`config.mk`:
```
export PLATFORM = sky130hd
export DESIGN_NAME = fetch_unit
export DESIGN_NICKNAME = d
export VERILOG_FILES = /design/src/rtl/fetch_unit.sv
export SDC_FILE = /design/constraint.sdc
export NUM_CORES = 1
export LEC_CHECK = 0
export ABC_AREA = 1
export CAP_MARGIN = 20
export CORE_AREA = 2 2 91 93
export DETAILED_ROUTE_END_ITERATION = 8
export DIE_AREA = 0 0 93 95
export PLACE_DENSITY = 0.95
export SYNTH_ARGS = -nofsm -noshare
export SYNTH_HDL_FRONTEND = slang
export SYNTH_SLANG_ARGS = --single-unit
```
`constraint.sdc`:
```
create_clock -name clk -period 2.7 [get_ports clk]
set_clock_uncertainty 0.2 [all_clocks]
set_input_delay 0.27 -clock clk [delete_from_list [all_inputs] [get_ports clk]]
set_output_delay 0.27 -clock clk [all_outputs]
set_load 0.02 [all_outputs]
```
`src/rtl/fetch_unit.sv`:
```
// fetch_unit
//   Instruction fetch stage placed after the PC register. Takes one PC at a
//   time, fetches the word from instruction memory with a req/gnt request
//   followed by an rvalid response, and hands {instruction, PC} to decode.
//   Misaligned PCs never reach memory; they deliver NOP_INSTR with
//   misaligned_o set. A flush cancels the fetch in progress. If the grant
//   was already taken, the unit waits for the stale response and drops it.
//
// Optional feature (macro FETCH_BYPASS_EN):
//   When defined, a response arriving in WAIT is presented to decode in the
//   same cycle. If decode accepts in that cycle, the OUT state is skipped.
//
// Handshakes: a transfer happens on a rising edge where valid and ready are
//   both high. The PC side uses pc_valid_i/pc_ready_o and the decode side
//   uses instr_valid_o/instr_ready_i. Memory requests are held until
//   imem_gnt_i. Responses are qualified by imem_rvalid_i and are sampled
//   only in WAIT and DRAIN.
//
// Ports:
//   clk, reset               clock; synchronous active-high reset
//   pc_i/pc_valid_i/pc_ready_o  PC input handshake
//   flush_i                  drop the current fetch (redirect)
//   imem_req_o/imem_addr_o/imem_gnt_i  memory request channel
//   imem_rvalid_i/imem_rdata_i         memory response channel
//   instr_o/instr_pc_o/instr_valid_o/instr_ready_i/misaligned_o  decode side
//   state_o                  current FSM state (debug visibility)
module fetch_unit #(
    parameter int              XLEN      = 32,
    parameter logic [XLEN-1:0] NOP_INSTR = 32'h0000_0013
) (
    input  logic            clk,
    input  logic            reset,
    input  logic [XLEN-1:0] pc_i,
    input  logic            pc_valid_i,
    output logic            pc_ready_o,
    input  logic            flush_i,
    output logic            imem_req_o,
    output logic [XLEN-1:0] imem_addr_o,
    input  logic            imem_gnt_i,
    input  logic            imem_rvalid_i,
    input  logic [XLEN-1:0] imem_rdata_i,
    output logic [XLEN-1:0] instr_o,
    output logic [XLEN-1:0] instr_pc_o,
    output logic            instr_valid_o,
    input  logic            instr_ready_i,
    output logic            misaligned_o,
    output logic [2:0]      state_o
);

    typedef enum logic [2:0] {
        ST_IDLE  = 3'd0,
        ST_REQ   = 3'd1,
        ST_WAIT  = 3'd2,
        ST_OUT   = 3'd3,
        ST_DRAIN = 3'd4
    } state_t;

    state_t          state_q;
    logic [XLEN-1:0] pc_q;
    logic [XLEN-1:0] instr_q;
    logic            misaligned_q;
    logic            pc_accept;

    // No PC is taken while reset is asserted, so ready is masked as well.
    assign pc_ready_o  = (state_q == ST_IDLE) && !flush_i && !reset;
    assign pc_accept   = pc_valid_i && pc_ready_o;

    assign imem_req_o  = (state_q == ST_REQ);
    assign imem_addr_o = (state_q == ST_REQ) ? {pc_q[XLEN-1:2], 2'b00} : '0;
    assign instr_pc_o  = pc_q;
    assign state_o     = state_q;

`ifdef FETCH_BYPASS_EN
    logic bypass_valid;
    // The response is forwarded straight to decode unless it is being flushed.
    assign bypass_valid  = (state_q == ST_WAIT) && imem_rvalid_i && !flush_i;
    assign instr_valid_o = (state_q == ST_OUT) || bypass_valid;
    assign instr_o       = bypass_valid ? imem_rdata_i : instr_q;
`else
    assign instr_valid_o = (state_q == ST_OUT);
    assign instr_o       = instr_q;
`endif

    // misaligned_q is cleared on every aligned accept, so it is 0 during bypass.
    assign misaligned_o = instr_valid_o && misaligned_q;

    always_ff @(posedge clk) begin
        if (reset) begin
            state_q      <= ST_IDLE;
            pc_q         <= '0;
            instr_q      <= '0;
            misaligned_q <= 1'b0;
        end else begin
            case (state_q)
                ST_IDLE: begin
                    if (pc_accept) begin
                        pc_q <= pc_i;
                        if (pc_i[1:0] == 2'b00) begin
                            misaligned_q <= 1'b0;
                            state_q      <= ST_REQ;
                        end else begin
                            instr_q      <= NOP_INSTR;
                            misaligned_q <= 1'b1;
                            state_q      <= ST_OUT;
                        end
                    end
                end
                ST_REQ: begin
                    // A grant that coincides with a flush still owes us a response.
                    if (flush_i) begin
                        state_q <= imem_gnt_i ? ST_DRAIN : ST_IDLE;
                    end else if (imem_gnt_i) begin
                        state_q <= ST_WAIT;
                    end
                end
                ST_WAIT: begin
                    if (flush_i) begin
                        state_q <= imem_rvalid_i ? ST_IDLE : ST_DRAIN;
                    end else if (imem_rvalid_i) begin
                        instr_q      <= imem_rdata_i;
                        misaligned_q <= 1'b0;
`ifdef FETCH_BYPASS_EN
                        state_q      <= instr_ready_i ? ST_IDLE : ST_OUT;
`else
                        state_q      <= ST_OUT;
`endif
                    end
                end
                ST_OUT: begin
                    if (flush_i || instr_ready_i) begin
                        state_q <= ST_IDLE;
                    end
                end
                ST_DRAIN: begin
                    // The stale response is discarded. A flush here changes nothing.
                    if (imem_rvalid_i) begin
                        state_q <= ST_IDLE;
                    end
                end
                default: state_q <= ST_IDLE;
            endcase
        end
    end

endmodule

```
-- After elaboration in Yosys (flattened, before gate mapping)
Cells that the tools add are included.
- output and inout bits: 103
- bits in latches: 0
- memories: 0
- memory bits (read-only): 0
- input bits: 71
- logic and storage cells: 52
- RAM bits: 0
- flip-flop bits (word level): 68
- reduce and logical (&&, ||, !) cells: 14
- bitwise operators: 0
- shift-type cells: 0
- muxes and demuxes: 22
- div/mod/pow operators: 0
- eq/ne operators: 12
- $mul: 0
- magnitude comparators: 0
- $add $sub $neg: 0
- operators with widths (kind ; number):
    $mux 32 ; 5
    $pmux 32 s2 ; 1
    $mux 3 ; 9
    $pmux 3 s5 ; 1
    $ne 2x2->1 const B ; 5
    $reduce_and 5->1 ; 2
    $eq 3x2->1 const B ; 2
    $logic_and 1x1->1 ; 4
    $mux 1 ; 4
    $reduce_and 4->1 ; 1
    $eq 3x1->1 const B ; 1
    $eq 3x3->1 const B ; 1
    $logic_not 3->1 ; 1
    $ne 3x2->1 const B ; 1
    $ne 3x3->1 const B ; 1
    $logic_not 1->1 ; 2
    $logic_not 2->1 ; 1
    $mux 2 ; 1
    $ne 2x1->1 const B ; 1
    $pmux 1 s2 ; 1
    $reduce_and 2->1 ; 1
    $reduce_bool 2->1 ; 1
    $logic_or 1x1->1 ; 1

-- Depth between registers and ports, before layout
Gate-level depths: netlist (run 1).
- word-level depth: 6
- depth in mapped cells: 10
- gate-level depth less buffers: 8

-- Least setup slack after synthesis (run 1)
OpenSTA, ideal clock, no wires.
- path kind: flip-flop to flip-flop
- from: register state_q[2] (netlist: state_o[2])
- to: register pc_q[11] (netlist: instr_pc_o[11])
- path slack: 0.915 ns
- setup time: 0.128 ns
- data required time: 2.372 ns
- arrival: 1.457 ns
- cell stages (with the launch flop): 8
- clock period less this slack: 1.785 ns
- buffers on the path: 1
- cell sequence: dfxtp_1 > nor2_4 > nand2_1 > nor2_2 > nand2_2 > buf_2 > o21ai_0 > a21oi_1
- cells in the longest elaborated chain, start to end: 5
- RTL lines (what ; line ; RTL):
    start: declaration ; 58 ; state_t state_q;
    start signal: assignment ; 111 ; state_q <= imem_gnt_i ? ST_DRAIN : ST_IDLE;
    start signal: assignment ; 118 ; state_q <= imem_rvalid_i ? ST_IDLE : ST_DRAIN;
    $logic_not 3->1 ; 65 ; assign pc_ready_o = (state_q == ST_IDLE) && !flush_i && !reset;
    $logic_and 1x1->1 (2 in series) ; 65 ;
    named net pc_ready_o ; 35 ; output logic pc_ready_o,
    $logic_and 1x1->1 ; 66 ; assign pc_accept = pc_valid_i && pc_ready_o;
    $reduce_and 2->1 (no line) ; - ;
    end signal: assignment ; 97 ; pc_q <= pc_i;
    end: declaration ; 59 ; logic [XLEN-1:0] pc_q;
The timed path passes the listed nets, and every way through them passes these cells.
A chain may end at the register's enable or synchronous reset.

-- Final worst setup path (run 1)
- from: register state_q[2] (netlist: state_o[2])
- to: output imem_addr_o[24]
- cells in the longest elaborated chain, start to end: 2
- RTL lines (what ; line ; RTL):
    $eq 3x1->1 ; 69 ; assign imem_addr_o = (state_q == ST_REQ) ? {pc_q[XLEN-1:2], 2'b00} : '0;
    $mux 32 ; 69 ;
    end: declaration ; 38 ; output logic [XLEN-1:0] imem_addr_o,
No other way between the ends.

==> impl_results.md, run 1 <==
* Die height at 95 um
* Cell count after placement at 763
* Final min period at 2.59 ns
* Hold Fails Final Rpt at 0
* Setup TNS at 0 ns
* Slew margin rel. at 49.4%
* Psw at 1.98 mW
* CTS Sinks at 68
* Max-cap violations at 0
* ANT cells at 0
* # port buffers at 171
* Worst setup EP type: primary output
* Area growth syn-to-layout at 60.8%
* Slew Limit Fails at 0
* Drt via density at 4.64
* Cts hold-fix bufs at 0
* Maximum fanout along the worst path at 31
* Synth Cell Area at 3260 sq um
* Worst VDD drop at 0.377 mV
* # setup viols final at 0
* CTS tree: done
* Setup WS post-layout at 0.108 ns
* WL/cell at 12.5 um
* Share of layout cells above drive strength 1 at 4.75%
* CP Class: reg2out
* Vias in the first global route at 3417
* Count of state elements after synthesis at 68
* Drt pass-1 iters at 4
* Resized Gates After CTS at 0
* Post-CTS Setup Bufs at 0
* Final GP Congestion at 0.904
* Post-Route WL at 9770 um
* Unrepaired setup endpoints after global routing: false
* Actual slew at the worst max-slew pin at 0.755 ns
* Total track usage at 21.1%
* Nets at 740
* Chip width at 93 um
* Netlist cell types at 25
* Worst slack, placed at 0.375 ns
* Global-route wire length before repair at 15000 um
* Worst Path Arrival at 2.12 ns
* Final Cycle Share at 96.0%
* Fmax at 386 MHz
* Int Pwr at 2.79 mW
* Syn_area_per_cell at 6.41 sq um
* Seq/Total Area, Yosys at 41.7%
* Required @ worst endpoint at 2.23 ns
* Hold WS at 0.273 ns
* Skew-Pair Late Insertion Delay at 0.33 ns
* Clock power frac at 21.7%
* Clk slew on worst S/H paths at 0.08 ns
* Pwr/cell area at 909 nW/um^2
* Status: complete, no violations
* Clk buf depth at 2
* Initial antenna violation count at 0
* Core area at 7930 sq um
* Vias at 3611
* Ys Warns at 0
* Initial Utilization at 41.2%
* TritonCTS Buffers at 9
* Site row count at 33
* Initial DRC Count at 98
* Hpwl dp at 7020 um
* Pleak at 2.27 nW
* Num ports at 174
* Cell count after synthesis at 509
* Total gr overflow at 0
* Switch share at 41.5%
* Comb pwr share at 50.1%
* Worst Setup Start Kind: register
* Final Non-Filler Cells at 779
* Worst hold path type: reg2reg
* Largest net degree at the start of global routing at 68
* H-tree depth at 3
* Full die area at 8840 sq um
* Root Buffer Master: clkbuf_8
* DRC Markers at 0
* Post-route ant nets at 0
* Sequential share of power at 28.2%
-- cells in the mapped netlist --
| library cell | n | area share [%] |
|---|---|---|
| a21oi_1 | 34 | 5.2 |
| a21oi_2 | 1 | 0.27 |
| a31oi_1 | 1 | 0.19 |
| buf_2 | 10 | 1.5 |
| buf_4 | 2 | 0.46 |
| buf_6 | 6 | 2.1 |
| clkbuf_1 | 12 | 1.4 |
| clkinv_1 | 2 | 0.23 |
| conb_1 | 1 | 0.11 |
| dfxtp_1 | 68 | 42 |
| inv_1 | 107 | 12 |
| nand2_1 | 103 | 12 |
| nand2_2 | 1 | 0.19 |
| nand2_4 | 2 | 0.69 |
| nand3_1 | 34 | 5.2 |
| nand3b_1 | 1 | 0.23 |
| nand4_1 | 1 | 0.19 |
| nor2_1 | 83 | 9.5 |
| nor2_2 | 2 | 0.38 |
| nor2_4 | 1 | 0.35 |
| nor3_1 | 1 | 0.15 |
| o211ai_1 | 1 | 0.23 |
| o21ai_0 | 20 | 3.1 |
| o21ai_1 | 14 | 2.1 |
| o21ai_2 | 1 | 0.27 |
-- registers in the layout (all words and copies together) (netlist names) --
register,count
instr_o,32
instr_pc_o,32
misaligned_q,1
state_o,3
-- cells by family after synthesis --
group                  Yosys count  share of synthesized area, %
and+or+nand+nor                229                          28.8
other                            1                         0.115
DFF                             68                          41.7
buffers and inverters          139                          18.0
AOI/OAI and AO/OA               72                          11.4
-- power groups by stage --
stage / Clock [mW] / Sequential (mW) / Combinational, mW
after floorplan: 0 / 1.59 / 1.41
after global placement: 0 / 1.35 / 2.30
after detailed placement: 0 / 1.37 / 2.38
after CTS: 1.05 / 1.34 / 2.40
after global routing: 1.09 / 1.37 / 2.66
final: 1.03 / 1.35 / 2.39
-- critical path: stages, from the launching register on --
cell             delay, ns
dfxtp_1               0.40
nor2_1                0.25
nand2_1               0.09
buf_4                 0.25
nor2_1                0.17
clkdlybuf4s50_1       0.64
-- per-stage QoR --
stage	total power, mW	area (sq um)	util, %
2_1_floorplan	3.01	3270	-
3_3_place_gp	3.65	5000	63.0
3_5_place_dp	3.75	5000	63.0
4_1_cts	4.80	5250	66.2
5_1_grt	5.12	5250	66.2
6_report	4.77	5250	66.2
-- placed cells by master (no fill, tap or decap) --
cell type / instances
a21oi_1: 34
a21oi_2: 1
a31oi_1: 1
buf_12: 1
buf_4: 6
bufinv_16: 3
clkbuf_8: 10
clkdlybuf4s50_1: 171
clkinv_1: 2
clkinv_2: 1
clkinv_4: 1
clkinvlp_4: 1
conb_1: 2
dfxtp_1: 68
inv_1: 106
inv_2: 1
nand2_1: 103
nand2_2: 1
nand2_4: 2
nand3_1: 34
nand3b_1: 1
nand4_1: 1
nor2_1: 83
nor2_2: 2
nor2_4: 1
nor3_1: 1
o211ai_1: 1
o21ai_0: 20
o21ai_1: 14
o21ai_2: 1
-- path summary, 6_finish.rpt --
| check | to | cells past startpoint | from | slack (ns) |
|---|---|---|---|---|
| setup reg to reg | misaligned_q | 7 | state_o[2] | 0.36 |
| hold reg to reg | instr_pc_o[22] | 2 | instr_pc_o[22] | 0.27 |
| setup / recovery | imem_addr_o[24] | 5 | state_o[2] | 0.11 |
| hold / removal | instr_pc_o[22] | 2 | instr_pc_o[22] | 0.27 |
-- per-layer routing --
metal,share of wire (%),wire length (um),GRT usage [%],up-vias
met1,40,3900,22.6,1604
met3,10,979,7.90,13
met2,49,4760,38.2,168
li1,-,-,-,1826
met5,0,0,0,-
met4,1.3,130,7.48,0
-- final cells by class --
class	instances	area (sq um)
Clock inverter	6	111
Clock buffer	10	138
Multi-Input combinational cell	303	1320
Sequential cell	68	1360
Inverter	109	409
Tap cell	105	131
Timing Repair Buffer	178	1780
Fill cell	631	2680
Power figures use the tool's default switching activity.
==> run 2, diff against run 1 <==
--- a/config.mk
+++ b/config.mk
@@ -10,6 +10,7 @@
 export CORE_AREA = 2 2 91 93
 export DETAILED_ROUTE_END_ITERATION = 8
 export DIE_AREA = 0 0 93 95
+export HOLD_SLACK_MARGIN = 0.06
 export PLACE_DENSITY = 0.95
 export SYNTH_ARGS = -nofsm -noshare
 export SYNTH_HDL_FRONTEND = slang
==> results of run 2 <==
The final DEF is identical to that of run 1; final timing and power are the same.
==> run 3, diff against run 2 <==
--- a/config.mk
+++ b/config.mk
@@ -10,8 +10,9 @@
 export CORE_AREA = 2 2 91 93
 export DETAILED_ROUTE_END_ITERATION = 8
 export DIE_AREA = 0 0 93 95
-export HOLD_SLACK_MARGIN = 0.06
+export HOLD_SLACK_MARGIN = 0.05
 export PLACE_DENSITY = 0.95
+export SETUP_SLACK_MARGIN = 0.3
 export SYNTH_ARGS = -nofsm -noshare
 export SYNTH_HDL_FRONTEND = slang
 export SYNTH_SLANG_ARGS = --single-unit
==> run 3 against run 2 <==
Non-clock buffer count unchanged. Maximum frequency up 16%. Worst setup slack better by 0.36 ns. First-iteration DRC count up 21%. Final area down 0.19%. Sequential cell count unchanged. Sequential share of layout area up 0.073 points. Total power about the same. Critical path type unchanged. Critical endpoint is now instr_valid_o. Largest power group unchanged.
==> impl_results.md, run 3 (same netlist as run 1, synthesis figures left out) <==
* Worst VDD drop at 0.377 mV (about the same)
* Worst setup EP type: primary output (unchanged)
* Initial antenna violation count at 0 (unchanged)
* Area growth syn-to-layout at 60.5% (was 60.8%)
* CTS tree: done (unchanged)
* Vias at 3611 (unchanged)
* Drt pass-1 iters at 4 (unchanged)
* Pwr/cell area at 910 nW/um^2 (was 909 nW/um^2)
* Cts hold-fix bufs at 0 (unchanged)
* # setup viols final at 0 (unchanged)
* Min-Delay Path Depth at 2 (unchanged)
* Pleak at 2.49 nW (was 2.27 nW)
* Die height at 95 um (unchanged)
* M1 GR Usage at 22.8% (was 22.6%)
* Fmax at 448 MHz (was 386 MHz)
* Skew-Pair Late Insertion Delay at 0.32 ns (was 0.33 ns)
* Initial DRC Count at 119 (was 98)
* Core area at 7930 sq um (unchanged)
* Largest net degree at the start of global routing at 68 (unchanged)
* Setup TNS at 0 ns (unchanged)
* Commonest non-fill, non-tap cell in the layout: clkdlybuf4s50_1 (unchanged)
* Slew Limit Fails at 0 (unchanged)
* Final GP Congestion at 0.904 (unchanged)
* Unrepaired setup endpoints after global routing: false (unchanged)
* Chip width at 93 um (unchanged)
* Cell count after placement at 763 (unchanged)
* Total track usage at 21.1% (about the same)
* Root Buffer Master: clkbuf_8 (unchanged)
* Total gr overflow at 0 (unchanged)
* Max-cap violations at 0 (unchanged)
* Final min period at 2.23 ns (was 2.59 ns)
* Vias in the first global route at 3414 (was 3417)
* Most frequent cells in the layout: clkdlybuf4s50_1 (139), inv_1 (106), nand2_1 (103) (was clkdlybuf4s50_1 (171), inv_1 (106), nand2_1 (103))
* Site row count at 33 (unchanged)
* Post-Route WL at 9730 um (was 9770 um)
* ANT cells at 0 (unchanged)
* Nets at 740 (unchanged)
* Maximum fanout along the worst path at 7 (was 31)
* Required @ worst endpoint at 2.23 ns (about the same)
* Worst Setup Start Kind: register (unchanged)
* Clk buf depth at 2 (unchanged)
* H-tree depth at 3 (unchanged)
* Worst Path Arrival at 1.76 ns (was 2.12 ns)
* GR Layer Usage met2 at 38.2% (unchanged)
* TritonCTS Buffers at 9 (unchanged)
* CP Class: reg2out (unchanged)
* Hold Fails Final Rpt at 0 (unchanged)
* DRC Markers at 0 (unchanged)
* Worst reg2reg setup slack at 0.60 ns (was 0.36 ns)
* Drt via density at 4.64 (unchanged)
* Num ports at 174 (unchanged)
* Actual slew at the worst max-slew pin at 0.647 ns (was 0.755 ns)
* Final Cycle Share at 82.7% (was 96.0%)
* M3 GR Usage at 7.58% (was 7.90%)
* Status: complete, no violations (unchanged)
* Post-route ant nets at 0 (unchanged)
* Slew margin rel. at 56.9% (was 49.4%)
* Share of layout cells above drive strength 1 at 5.19% (was 4.75%)
* Full die area at 8840 sq um (unchanged)
* Hpwl dp at 7020 um (unchanged)
* Worst hold path type: reg2reg (unchanged)
* # port buffers at 171 (unchanged)
* Busiest layer in global routing: met2 (unchanged)
* Clk slew on worst S/H paths at 0.07 ns (was 0.08 ns)
* WL/cell at 12.5 um (about the same)
* Final Non-Filler Cells at 779 (unchanged)
* CTS Sinks at 68 (unchanged)
* Worst Reg-to-Reg Cells at 7 (unchanged)
* Initial Utilization at 41.2% (unchanged)
* Final Core Density at 66.1% (was 66.2%)
* Global-route wire length before repair at 15000 um (about the same)
-- run 3: metrics by stage --
step	instance area, sq um	total power [mW]	worst slack, ns	hold WS [ns]
floorplan	3270	3.01	0.915	0.139
global placement	5000	3.65	0.429	0.253
detailed placement	5000	3.75	0.375	0.263
CTS	5220	4.79	0.331	0.275
global route	5240	5.11	0.411	0.292
finish	5240	4.77	0.467	0.270
-- run 3: per-layer routing --
layer | wire length, um | vias up
li1 | - | 1823
met1 | 3840 | 1599
met2 | 4730 | 167
met3 | 978 | 22
met4 | 181 | 0
met5 | 0 | -
-- run 3: path summary, 6_finish.rpt --
check / from / endpoint
min: instr_pc_o[4] / instr_pc_o[4]
max reg2reg: state_o[0] / misaligned_q
min reg2reg: instr_pc_o[4] / instr_pc_o[4]
max: state_o[0] / instr_valid_o
-- run 3: final cells by class --
class                      instances  area [sq um]
fill                             656          2690
timing repair buffer             178          1760
sequential                        68          1360
multi-input combinational        303          1320
inverter                         109           413
clock buffer                      10           138
tap                              105           131
clock inverter                     6           111
-- run 3: power breakdown --
group / switching (mW) / internal, mW
Clock: 0.395 / 0.639
Combinational: 1.46 / 0.924
Sequential: 0.128 / 1.22
-- run 3: timing repair --
action	CTS	global route
gates cloned	0	0
resized for setup	30	6
endpoints found under the setup margin	31	8
setup buffers	0	0
-- run 3: worst max-delay path, stage by stage, from the launching register on --
cell and delay [ns]:
dfxtp_1 0.51, nand2_1 0.13, nor2_1 0.15, clkdlybuf4s50_1 0.64
